## config.mk

```make
export PLATFORM = sky130hd
export DESIGN_NAME = ysyx22041405_wbu_stage
export DESIGN_NICKNAME = d
export VERILOG_FILES = /design/src/rtl/ysyx22041405_pkg.sv /design/src/rtl/ysyx22041405_ld_ext.sv /design/src/rtl/ysyx22041405_wbu_stage.sv
export SDC_FILE = /design/constraint.sdc
export NUM_CORES = 1
export LEC_CHECK = 0
export BUFFER_PORTS_ARGS = -buffer_cell sky130_fd_sc_hd__buf_4
export CAP_MARGIN = 20
export CORE_MARGIN = 1
export CORE_UTILIZATION = 45
export CTS_CLUSTER_DIAMETER = 60
export DETAILED_ROUTE_END_ITERATION = 7
export PLACE_DENSITY_LB_ADDON = 0.08
export SLEW_MARGIN = 10
export SYNTH_ARGS = -nofsm -noshare
export SYNTH_HDL_FRONTEND = slang
export SYNTH_SLANG_ARGS = --single-unit
```

## constraint.sdc

```tcl
create_clock -name clk -period 4 [get_ports clk]
set_clock_uncertainty 0.1 [all_clocks]
set_input_delay 0.8 -clock clk [delete_from_list [all_inputs] [get_ports clk]]
set_output_delay 0.8 -clock clk [all_outputs]
set_load 0.01 [all_outputs]
```

## src/rtl/ysyx22041405_pkg.sv

```systemverilog
// Shared definitions for the write-back stage: load size codes and FIFO state encoding.
package ysyx22041405_pkg;

    localparam logic [7:0] MASK_BYTE  = 8'h01;
    localparam logic [7:0] MASK_HALF  = 8'h03;
    localparam logic [7:0] MASK_WORD  = 8'h0F;
    localparam logic [7:0] MASK_DWORD = 8'hFF;

    typedef enum logic [1:0] {
        ST_EMPTY = 2'd0,
        ST_ONE   = 2'd1,
        ST_FULL  = 2'd2
    } fifo_state_e;

endpackage

```

## src/rtl/ysyx22041405_ld_ext.sv

```systemverilog
// Load alignment and sign/zero extension of a raw aligned memory word.
module ysyx22041405_ld_ext
    import ysyx22041405_pkg::*;
#(
    parameter int unsigned WIDTH = 32
) (
    input  logic [$clog2(WIDTH/8)-1:0] off,
    input  logic [WIDTH-1:0]           rdata,
    input  logic [7:0]                 mask,
    input  logic                       sext,
    output logic [WIDTH-1:0]           ld_data_c
);

    localparam int unsigned OFF_W = $clog2(WIDTH/8);

    logic [WIDTH-1:0] shifted;
    logic [WIDTH-1:0] keep;
    logic             sign;

    // Undefined codes and DWORD fall to full width, which is also WORD when WIDTH = 32.
    always_comb begin
        shifted   = rdata >> {off, 3'b000};
        keep      = '1;
        sign      = shifted[WIDTH-1];
        ld_data_c = '0;
        case (mask)
            MASK_BYTE: begin
                keep = WIDTH'(64'hFF);
                sign = shifted[7];
            end
            MASK_HALF: begin
                keep = WIDTH'(64'hFFFF);
                sign = shifted[15];
            end
            MASK_WORD: begin
                keep = WIDTH'(64'hFFFF_FFFF);
                sign = shifted[31];
            end
            default: begin
                keep = '1;
                sign = shifted[WIDTH-1];
            end
        endcase
        ld_data_c = (shifted & keep) | ((sext && sign) ? ~keep : '0);
    end

    logic unused_off_w;
    assign unused_off_w = ^OFF_W;

endmodule

```

## src/rtl/ysyx22041405_wbu_stage.sv

```systemverilog
// Write-back stage: 2-entry skid FIFO holding precomputed results, committing to the regfile.
module ysyx22041405_wbu_stage
    import ysyx22041405_pkg::*;
#(
    parameter int unsigned WIDTH = 32,
    parameter int unsigned RA_W  = 5
) (
    input  logic             clk,
    input  logic             rst,
    input  logic             in_valid,
    output logic             in_ready,
    input  logic [WIDTH-1:0] in_pc,
    input  logic [WIDTH-1:0] in_alu_res,
    input  logic [WIDTH-1:0] in_dm_rdata,
    input  logic [RA_W-1:0]  in_rd,
    input  logic             in_rf_wen,
    input  logic             in_wb_sel,
    input  logic [7:0]       in_wb_mask,
    input  logic             in_sext,
    output logic             out_valid,
    input  logic             out_ready,
    output logic             rf_wen,
    output logic [RA_W-1:0]  rf_waddr,
    output logic [WIDTH-1:0] rf_wdata,
    output logic [WIDTH-1:0] commit_pc,
    output logic             fwd_valid,
    output logic [RA_W-1:0]  fwd_rd,
    output logic [WIDTH-1:0] fwd_data
);

    localparam int unsigned OFF_W = $clog2(WIDTH/8);

    fifo_state_e state, state_nxt;

    logic             push;
    logic             pop;
    logic             wr_ptr;
    logic             rd_ptr;
    logic [WIDTH-1:0] ld_data_c;
    logic [WIDTH-1:0] wb_data_c;

    logic [WIDTH-1:0] pc_q   [2];
    logic [WIDTH-1:0] data_q [2];
    logic [RA_W-1:0]  rd_q   [2];
    logic             wen_q  [2];

    ysyx22041405_ld_ext #(
        .WIDTH (WIDTH)
    ) u_ld_ext (
        .off       (in_alu_res[OFF_W-1:0]),
        .rdata     (in_dm_rdata),
        .mask      (in_wb_mask),
        .sext      (in_sext),
        .ld_data_c (ld_data_c)
    );

    assign wb_data_c = in_wb_sel ? ld_data_c : in_alu_res;
    assign push      = in_valid && in_ready;
    assign pop       = out_valid && out_ready;

    always_ff @(posedge clk or posedge rst) begin
        if (rst) begin
            state <= ST_EMPTY;
        end else begin
            state <= state_nxt;
        end
    end

    always_comb begin
        state_nxt = state;
        case (state)
            ST_EMPTY: if (push) state_nxt = ST_ONE;
            ST_ONE: begin
                if (push && !pop)      state_nxt = ST_FULL;
                else if (pop && !push) state_nxt = ST_EMPTY;
            end
            ST_FULL:  if (pop) state_nxt = ST_ONE;
            default:  state_nxt = ST_EMPTY;
        endcase
    end

    always_comb begin
        in_ready  = 1'b0;
        out_valid = 1'b0;
        rf_wen    = 1'b0;
        fwd_valid = 1'b0;
        rf_waddr  = rd_q[rd_ptr];
        rf_wdata  = data_q[rd_ptr];
        commit_pc = pc_q[rd_ptr];
        fwd_rd    = rd_q[rd_ptr];
        fwd_data  = data_q[rd_ptr];
        in_ready  = (state != ST_FULL);
        out_valid = (state != ST_EMPTY);
        fwd_valid = out_valid && wen_q[rd_ptr] && (rd_q[rd_ptr] != '0);
        rf_wen    = fwd_valid && out_ready;
    end

    always_ff @(posedge clk or posedge rst) begin
        if (rst) begin
            wr_ptr <= 1'b0;
            rd_ptr <= 1'b0;
        end else begin
            if (push) wr_ptr <= ~wr_ptr;
            if (pop)  rd_ptr <= ~rd_ptr;
        end
    end

    // Entry payload is not reset; EMPTY keeps it invisible.
    always_ff @(posedge clk) begin
        if (push) begin
            pc_q[wr_ptr]   <= in_pc;
            data_q[wr_ptr] <= wb_data_c;
            rd_q[wr_ptr]   <= in_rd;
            wen_q[wr_ptr]  <= in_rf_wen;
        end
    end

endmodule

```

==> impl_metrics.ini <==
[global_routing]
grt_overflow = 0
grt_max_degree = 71
grt_pass1_vias = 3957
antenna_found_initial = 0
grt_pass1_wl_um = 21200
globalRouteTotalUtil_pct = 19.8

[logic_synthesis]
syn_nets = 522
ys_types = 40
synth_seq_cells = 144
async_reset_ff_share_pct = 2.78
synth_warnings = 0
synth_cells = 405
ys.flop_type = edfxtp_1
synth_edf_count = 140
synth-seq-area-share_pct = 66.5
syn_area_per_cell_um2 = 16.0
synth_area_um2 = 6470

[final_layout]
fin_util_pct = 62.8
fillCellCount = 1062
syn2layout_area_growth_pct = 35.3
layout_common_cells = buf_4 (225), edfxtp_1 (140), mux2_2 (67), nand2_1 (20), mux2i_1 (18)
final_net_count = 711
diodes = 0
final_common_cell = buf_4
finalNonFillerCells = 787
layout-drive-gt1-share_pct = 54.7

[setup_path]
cpMaxStageDelayCell = dfrtp_4
cp_top_family = flip-flops
crit_path_end_kind = output pin
rr_worst_depth = 2
crit_required_ns = 3.10
crit_arrival_ns = 2.13
r2r-start = state[0]$_DFFE_PP0P_
rr_endpoint = pc_q[1][25]$_DFFE_PP_
cp-start-kind = register
crit_path_max_incr_delay_ns = 0.58
crit_fanout = 55
path_buf_inv = 2
rrSetupSlack_ns = 2.01
crit_chain = buf_12, mux2_2, nand2_1, a21oi_1, and2_1, buf_4
worstSetupPathType = register to output pin

[detailed_routing]
firstDrtPassIters = 5
viasPerCell = 5.13
wl_per_cell_um = 18.2
drc = 0
routed_wl_um = 14400
route.vias.total = 4039
drt_iter0_markers = 229
drtAntennaViolNets = 0

[timing]
relSlewSlack_pct = 34.2
setup_violations = 0
grt_setup_unrepaired = no
holdWs_ns = 0.172
timing.fmax_mhz = 331
setup_tns_ns = 0
fin_crit_ns = 3.03
hold_viol = 0
worst_pin_slew_ns = 0.987
slew_viol_final = 0
period_share_pct = 75.6

[floorplan]
die_area_um2 = 14900
die_x_um = 122
core_area_um2 = 13900
io_pins = 226
start_util_pct = 46.4
rows = 43
dieHeight_um = 122

[placed_design]
dp_hpwl_um = 10200
gp_congestion = 0.843
port_buffers = 225
dp_cells = 755

[clock_network]
path_clk_slew_ns = 0.06
postCtsHoldBufs = 0
cts_tree = built
cts.path.max_buffers = 2
clk_latency_ns = 0.41
htreeDepth = 4
ctsResizeCount = 0
clock_sinks = 144
cts_root_buffer = clkbuf_16
numCtsBuffers = 17
postCtsSetupBuffers = 0

[hold_path]
hp-class = input port to async pin

[run]
cap_violations = 0

[power_and_ir_drop]
p_total_mw = 6.09
p_per_area_nw_per_um2 = 695
max-vdd-ir-drop_mv = 0.363
power.leakage_nw = 3.50

[outcome]
status = finished, final reports clean
## routing by layer
layer	vias to the layer above	GRT usage, %	routed length [um]
li1	1926	-	-
met1	1925	24.4	5840
met2	168	33.1	7370
met3	20	4.87	842
met4	0	8.64	303
met5	-	0	0
## flip-flops by register name, summed over array words and instances (netlist names)
signal  flops
wr_ptr      1
rd_ptr      1
state       2
rd_q       10
pc_q       64
wen_q       2
data_q     64
## area by class of cell
type / count / area (um2) / area share (%)
Inverter: 5 / 18.8 / 0.214
Sequential cell: 144 / 4310 / 49.2
Clock buffer: 17 / 425 / 4.86
Tap cell: 180 / 225 / 2.57
Multi-Input combinational cell: 199 / 1790 / 20.4
Clock inverter: 15 / 262 / 2.99
Timing Repair Buffer: 227 / 1730 / 19.8
## worst register-to-register path: stages, from the launching register on
cell	delay [ns]
dfrtp_1	0.39
nand2b_1	0.22
and3_4	0.88
## synth_stat cells (2+ instances only)
library cell,instances,area share (%)
a2bb2oi_1,8,1.1
a21oi_1,7,0.54
nand2b_1,2,0.19
a311o_1,2,0.31
nor2_1,8,0.46
edfxtp_1,140,65
inv_1,4,0.23
dfrtp_1,4,1.5
buf_2,12,0.93
clkbuf_1,4,0.23
mux2_2,67,12
nand2_1,20,1.2
nor2b_1,6,0.58
mux2i_1,18,2.8
a221o_1,16,2.5
buf_1,2,0.12
xnor2_1,2,0.27
o22ai_1,2,0.19
nand3b_1,2,0.23
mux2_1,10,1.7
a211oi_1,5,0.58
o21ai_0,8,0.62
buf_4,39,4.5
## how the worst max path moves through the flow
stage | start | to | slack [ns] | depth (start not counted)
final | rd_ptr$_DFFE_PP0P_ | rf_wen | 0.97 | 6
after detailed placement | in_alu_res[0] | data_q[1][28]$_DFFE_PP_ | 1.12 | 5
after global routing | rd_ptr$_DFFE_PP0P_ | rf_wen | 0.84 | 6
after CTS | rd_ptr$_DFFE_PP0P_ | rf_wen | 0.91 | 6
after global placement | in_alu_res[0] | data_q[0][26]$_DFFE_PP_ | 1.25 | 5
after floorplan | in_valid | data_q[0][0]$_DFFE_PP_ | 0.76 | 2
## per-stage QoR
step,setup WS (ns),area [um2]
finish,0.975,8750
global route,0.842,8750
CTS,0.915,8750
detailed placement,1.12,8070
global placement,1.25,8070
floorplan,0.756,6470
## power breakdown
group,switching (mW),total (mW),internal (mW)
registers,0.111,2.18,2.07
clock network,0.589,1.82,1.23
logic,1.01,2.09,1.08
## logic make-up (layout without fill, tap and decap cells)
logic type | after synthesis | after routing | synth area share (%)
compound gates | 53 | 53 | 6.71
xor+xnor | 3 | 3 | 0.406
fa+ha+maj | 1 | 1 | 0.193
buf+inv | 62 | 264 | 6.09
flops | 144 | 144 | 66.5
mux | 95 | 95 | 16.2
simple gates | 47 | 47 | 3.92
Power figures use the tool's default switching activity.
